==> src/rtl/bmem_pkg.sv <==
// Shared types and sizing for the cacheline-to-banked-memory adapter.
package bmem_pkg;

  localparam int BMEM_BEATS  = 4;
  localparam int BMEM_BEAT_W = 64;
  localparam int LINE_W      = BMEM_BEATS * BMEM_BEAT_W;

  typedef logic [LINE_W-1:0] line_t;

  typedef enum logic [2:0] {
    IDLE,
    RD_REQ,
    RD_WAIT,
    WR,
    RESP
  } bmem_state_e;

endpackage

==> src/rtl/bmem_line_adapter.sv <==
// Serialises 256-bit line transfers onto the 64-bit banked memory port, one transaction at a time.
// Optional macro BMEM_RADDR_CHECK_EN: only accept read beats whose address tag matches the request.
module bmem_line_adapter
  import bmem_pkg::*;
#(
  parameter int ADDR_WIDTH = 32,
  parameter int BEAT_WIDTH = BMEM_BEAT_W,
  parameter int BEATS      = BMEM_BEATS
) (
  input  logic                        clk,
  input  logic                        rst,
  input  logic [ADDR_WIDTH-1:0]       dfp_addr,
  input  logic                        dfp_read,
  input  logic                        dfp_write,
  input  logic [BEAT_WIDTH*BEATS-1:0] dfp_wdata,
  output logic [BEAT_WIDTH*BEATS-1:0] dfp_rdata,
  output logic                        dfp_resp,
  output logic [ADDR_WIDTH-1:0]       bmem_addr,
  output logic                        bmem_read,
  output logic                        bmem_write,
  output logic [BEAT_WIDTH-1:0]       bmem_wdata,
  input  logic                        bmem_ready,
  input  logic [ADDR_WIDTH-1:0]       bmem_raddr,
  input  logic [BEAT_WIDTH-1:0]       bmem_rdata,
  input  logic                        bmem_rvalid
);

  localparam int LINE_BITS  = BEAT_WIDTH * BEATS;
  localparam int OFS_W      = $clog2(LINE_BITS / 8);
  localparam int BEAT_IDX_W = $clog2(BEATS);
  localparam logic [BEAT_IDX_W-1:0] LAST_BEAT = BEAT_IDX_W'(BEATS - 1);

  bmem_state_e                 state_q, state_d;
  logic [BEAT_IDX_W-1:0]       beat_q, beat_d;
  logic [LINE_BITS-1:0]        line_q, line_d;
  logic [LINE_BITS-1:0]        rdata_q, rdata_d;
  logic                        resp_q, resp_d;
  logic [ADDR_WIDTH-1:0]       bmem_addr_q, bmem_addr_d;
  logic                        bmem_read_q, bmem_read_d;
  logic                        bmem_write_q, bmem_write_d;
  logic [BEAT_WIDTH-1:0]       bmem_wdata_q, bmem_wdata_d;

  logic [ADDR_WIDTH-1:0]       aligned_addr;
  logic                        beat_accept;
  logic                        unused_bits;

  assign aligned_addr = {dfp_addr[ADDR_WIDTH-1:OFS_W], {OFS_W{1'b0}}};

`ifdef BMEM_RADDR_CHECK_EN
  // bmem_addr_q keeps the aligned request address for the whole transaction.
  assign beat_accept = bmem_rvalid && (bmem_raddr == bmem_addr_q);
  assign unused_bits = ^dfp_addr[OFS_W-1:0];

`ifndef SYNTHESIS
  always_ff @(posedge clk) begin
    if (!rst && state_q == RD_WAIT && bmem_rvalid && bmem_raddr != bmem_addr_q)
      $error("bmem_line_adapter: dropped beat tagged %h, expected %h", bmem_raddr, bmem_addr_q);
  end
`endif
`else
  assign beat_accept = bmem_rvalid;
  assign unused_bits = ^{bmem_raddr, dfp_addr[OFS_W-1:0]};
`endif

  always_comb begin
    logic [BEAT_IDX_W-1:0] beat_inc;
    // NOTE: every variable gets a default first so no path can infer a latch.
    state_d      = state_q;
    beat_d       = beat_q;
    line_d       = line_q;
    rdata_d      = rdata_q;
    resp_d       = 1'b0;
    bmem_addr_d  = bmem_addr_q;
    bmem_read_d  = bmem_read_q;
    bmem_write_d = bmem_write_q;
    bmem_wdata_d = bmem_wdata_q;
    beat_inc     = beat_q + 1'b1;

    case (state_q)
      IDLE: begin
        if (dfp_read) begin
          state_d     = RD_REQ;
          bmem_read_d = 1'b1;
          bmem_addr_d = aligned_addr;
        end else if (dfp_write) begin
          state_d      = WR;
          beat_d       = '0;
          line_d       = dfp_wdata;
          bmem_write_d = 1'b1;
          bmem_addr_d  = aligned_addr;
          bmem_wdata_d = dfp_wdata[BEAT_WIDTH-1:0];
        end
      end
      RD_REQ: begin
        if (bmem_ready) begin
          state_d     = RD_WAIT;
          beat_d      = '0;
          bmem_read_d = 1'b0;
        end
      end
      RD_WAIT: begin
        if (beat_accept) begin
          line_d[int'(beat_q)*BEAT_WIDTH +: BEAT_WIDTH] = bmem_rdata;
          beat_d = beat_inc;
          if (beat_q == LAST_BEAT) begin
            // Publish the finished line only now so dfp_rdata holds the previous read until then.
            state_d = RESP;
            resp_d  = 1'b1;
            rdata_d = line_d;
          end
        end
      end
      WR: begin
        // Only the first beat waits for ready; the rest stream back-to-back.
        if (bmem_ready || beat_q != '0) begin
          beat_d       = beat_inc;
          bmem_wdata_d = line_q[int'(beat_inc)*BEAT_WIDTH +: BEAT_WIDTH];
          if (beat_q == LAST_BEAT) begin
            state_d      = RESP;
            bmem_write_d = 1'b0;
            resp_d       = 1'b1;
          end
        end
      end
      RESP:    state_d = IDLE;
      default: state_d = IDLE;
    endcase
  end

  always_ff @(posedge clk or posedge rst) begin
    if (rst) begin
      state_q      <= IDLE;
      beat_q       <= '0;
      rdata_q      <= '0;
      resp_q       <= 1'b0;
      bmem_addr_q  <= '0;
      bmem_read_q  <= 1'b0;
      bmem_write_q <= 1'b0;
      bmem_wdata_q <= '0;
    end else begin
      // NOTE: non-blocking assignments so every flop samples the pre-edge values.
      state_q      <= state_d;
      beat_q       <= beat_d;
      rdata_q      <= rdata_d;
      resp_q       <= resp_d;
      bmem_addr_q  <= bmem_addr_d;
      bmem_read_q  <= bmem_read_d;
      bmem_write_q <= bmem_write_d;
      bmem_wdata_q <= bmem_wdata_d;
    end
  end

  // NOTE: the line buffer is pure datapath, always overwritten before use, so it carries no reset.
  always_ff @(posedge clk) begin
    line_q <= line_d;
  end

  assign dfp_rdata  = rdata_q;
  assign dfp_resp   = resp_q;
  assign bmem_addr  = bmem_addr_q;
  assign bmem_read  = bmem_read_q;
  assign bmem_write = bmem_write_q;
  assign bmem_wdata = bmem_wdata_q;

endmodule

==> config.mk <==
export PLATFORM = sky130hd
export DESIGN_NAME = bmem_line_adapter
export DESIGN_NICKNAME = d
export VERILOG_FILES = /design/src/rtl/bmem_pkg.sv /design/src/rtl/bmem_line_adapter.sv
export SDC_FILE = /design/constraint.sdc
export NUM_CORES = 1
export LEC_CHECK = 0
export CAP_MARGIN = 25
export CORE_AREA = 10 10 278 280
export DETAILED_ROUTE_END_ITERATION = 7
export DIE_AREA = 0 0 288 290
export PLACE_DENSITY = 0.71
export SYNTH_ARGS = -nofsm -noshare
export SYNTH_HDL_FRONTEND = slang
export SYNTH_SLANG_ARGS = --single-unit
==> constraint.sdc <==
create_clock -name clk -period 26.1 [get_ports clk]
set_input_delay 5.22 -clock clk [delete_from_list [all_inputs] [get_ports clk]]
set_output_delay 5.22 -clock clk [all_outputs]
set_load 0.005 [all_outputs]
==> out/results.md <==
• status: finished, final reports clean
• worst min-delay path class: reg2reg
• DRC errors left: 0
• PwrDens: 126.2 nW/um^2
• setup repair after global routing missed its margin: false
• Final Slew Violations: 0
• transition at the pin with the smallest max-transition slack: 1.127 ns
• commonest cells in the netlist: nand2_1 (388), a21oi_1 (387), dfrtp_1 (355)
• combined area of the multi-input logic cells: 10280 sq um
• pin count of the biggest net entering global routing: 236
• DIE AREA: 83520 sq um
• Warnings, synthesis: 0
• 1st-iter DRT viols: 2063
• min-delay src: dfp_rdata[32]
• number of max-capacitance violations reported: 0
• final critical-path setup slack: 17.60 ns
• FF-to-FF setup slack: 21.35 ns
• number of optimization iterations in the first detailed-route pass: 5
• core footprint: 71360 sq um
• total routing usage reported by global routing: 0.2513
• number of sinks on the clock net: 611
• Worst Skew: 0.03651 ns
• routability-driven placement congestion ratio: 0.8621
• die extent in y: 290 microns
• Worst Hold Margin: 0.4782 ns
• library cell with the highest instance count after synthesis: nand2_1
• aggregate routed wire length: 108600 microns
• antenna violations before repair: 30
• number of enable-type register cells in the synthesized netlist: 256
• insertion delay of the later-clocked pin in the worst-skew pair: 0.61 ns
• global-route wire length before repair: 158600 microns
• Seq/Total Area, Yosys: 0.5905
• Tmin final: 8.497 ns
• Worst setup startpoint: bmem_rvalid
• die boundary width: 288 microns
• endpoints failing hold: 0
• cells after synthesis: 2646
• clock-pin slew on the worst setup and hold paths: 0.06 ns
• library cell with the largest summed area after synthesis: dfrtp_1
• DP Wirelength: 71340 microns
• count of cells along the worst register-to-register path: 7
• share of cells above drive strength 1: 0.07197
• worst hold path stage count: 2
• Critical Path Fanout Max: 107
• Area Growth Syn to Fin: 34.76%
• worst reg2reg startpoint: beat_q[0]
• cts hold-fix bufs: 0
• via count: 23.56k
• number of antenna-violating nets in the routed design: 0
• critical setup path kind: in2reg
• number of buffer cells added on primary ports: 702
• io pins: 745
• top area cells in the synthesized netlist: dfrtp_1 (32%), edfxtp_1 (27%), a21oi_1 (6.9%), nand2_1 (5.2%), mux4_2 (5.1%)
• final cell count without fillers: 4265
• total standard cell area after synthesis: 28060 sq um
• largest voltage drop on the vdd net: 0.08579 mV
• total global routing overflow: 0
• per-instance average area after synthesis: 10.61 sq um
• kind of start point of the critical path: primary input
• level count of the clock H-tree: 3
• initial core utilization: 0.3932
• final count of negative-setup-slack endpoints: 0
• leakage power: 14.43 nW
• Crit path arrival time: 8.94 ns
• master cell of the clock root buffer: clkbuf_16
• worst slew margin relative to its limit: 0.2486
• nets: 3634
• via density per instance: 5.523
• standard-cell rows: 98
• async set-reset flop share out of synthesis: 0.5810
• number of filler instances in the final layout: 6384
• required time of the critical path: 26.54 ns
• CTS tree: built
• post-synth top area share: 0.3166
• Reg area: 16570 sq um
• post-CTS repair timing setup buffer count: 0
• maximum operating frequency: 117.7 MHz
• post-synth cell types: 43
• number of cells after detailed placement: 4116
• Critical Path End Type: flop
• setup TNS: 0 ns
• primary flip-flop cell chosen by synthesis mapping: dfrtp_1
• endpoint of the worst-slack reg-to-reg timing path: line_q[83]
• share of the cycle needed by the critical path after routing: 0.3256
• wire length per cell: 25.46 microns
• Final Total Pwr: 4.771 mW
• number of synthesized register bits: 611
• buffers from clock root to sink, at most: 3
• number of buffers created by CTS: 68
• via count of the first global-routing pass: 23.62k
• Post-CTS Resized: 0
• worst slack at placement: 16.76 ns
• critical path endpoint: dfp_rdata[93]
-- area by class of cell --
cell class,count,share of cell area
Sequential cell,611,0.4383
Tap cell,950,0.03143
Clock buffer,100,0.05280
Clock inverter,24,0.007312
Multi-Input combinational cell,1811,0.2719
Timing Repair Buffer,740,0.1959
Antenna cell,22,0.001456
Inverter,7,0.0009594
-- sequential cells by signal, indices dropped and copies added, names as in the netlist --
signal,cells
bmem_read,1
dfp_resp,1
bmem_addr,27
dfp_rdata,256
beat_q,2
line_q,256
state_q,3
bmem_write,1
bmem_wdata,64
-- placed cells by master (no fill, tap or decap), drive strengths merged --
cell type | synthesis | routed
inv | 7 | 6
and2b | 2 | 2
a21o | 1 | 1
nand3b | 1 | 1
a21oi | 387 | 387
clkdlybuf4s50 | 0 | 702
bufinv | 0 | 4
mux2i | 1 | 1
a22oi | 107 | 107
nand2b | 3 | 3
a21boi | 1 | 1
clkinvlp | 0 | 5
a31oi | 64 | 64
nand2 | 388 | 388
nor2b | 130 | 130
edfxtp | 256 | 256
and4bb | 1 | 1
buf | 137 | 38
clkinv | 0 | 16
o21ai | 259 | 259
diode | 0 | 22
a32oi | 23 | 23
clkbuf | 84 | 100
o31ai | 1 | 1
nor2 | 329 | 329
dfrtp | 355 | 355
mux4 | 64 | 64
and3 | 1 | 1
and3b | 1 | 1
nand4 | 1 | 1
ha | 5 | 5
mux2 | 29 | 29
conb | 1 | 5
o22ai | 1 | 1
and2 | 1 | 1
o211a | 1 | 1
nor3 | 1 | 1
a2111oi | 2 | 2
or3 | 1 | 1
-- layer usage --
layer / routed length [microns] / global-route usage / up-vias
met1: 40890 / 0.3001 / 11640
met5: 92 / 0 / -
met2: 53620 / 0.4167 / 1067
met4: 4141 / 0.1156 / 14
met3: 9834 / 0.06795 / 230
li1: - / - / 10610
-- report_power, final --
part	internal, mW	switching (mW)
Combinational	0.899	1.14
Sequential	1.53	0.212
Clock	0.575	0.411
Total	3.01	1.76
-- worst min path at each step --
stage | slack (ns) | endpoint
after floorplan | 0.47 | dfp_rdata[100]
after global placement | 0.46 | dfp_rdata[196]
after detailed placement | 0.47 | dfp_rdata[24]
after CTS | 0.48 | dfp_rdata[24]
after global routing | 0.49 | bmem_addr[14]
final | 0.48 | dfp_rdata[32]
-- kinds of logic after synthesis --
kind of cell,share of synthesized area
AO/OA/AOI/OAI,0.1678
buffers and inverters,0.04534
flip-flops,0.5905
multiplexers,0.06336
adder cells (fa/ha/maj),0.002229
other,0.0001336
AND/OR/NAND/NOR,0.1307
-- critical path, stage by stage --
cell             delay (ns)
clkdlybuf4s50_1        0.51
nand4_4                0.42
buf_4                  0.79
buf_4                  0.77
buf_4                  0.76
o21ai_0                0.23
-- through the flow --
| step | area [sq um] | utilization |
|---|---|---|
| floorplan | 28080 | - |
| global placement | 35390 | 0.4959 |
| detailed placement | 35410 | 0.4962 |
| CTS | 37680 | 0.5280 |
| global route | 37820 | 0.5299 |
| finish | 37820 | 0.5299 |
Power figures use the tool's default switching activity.
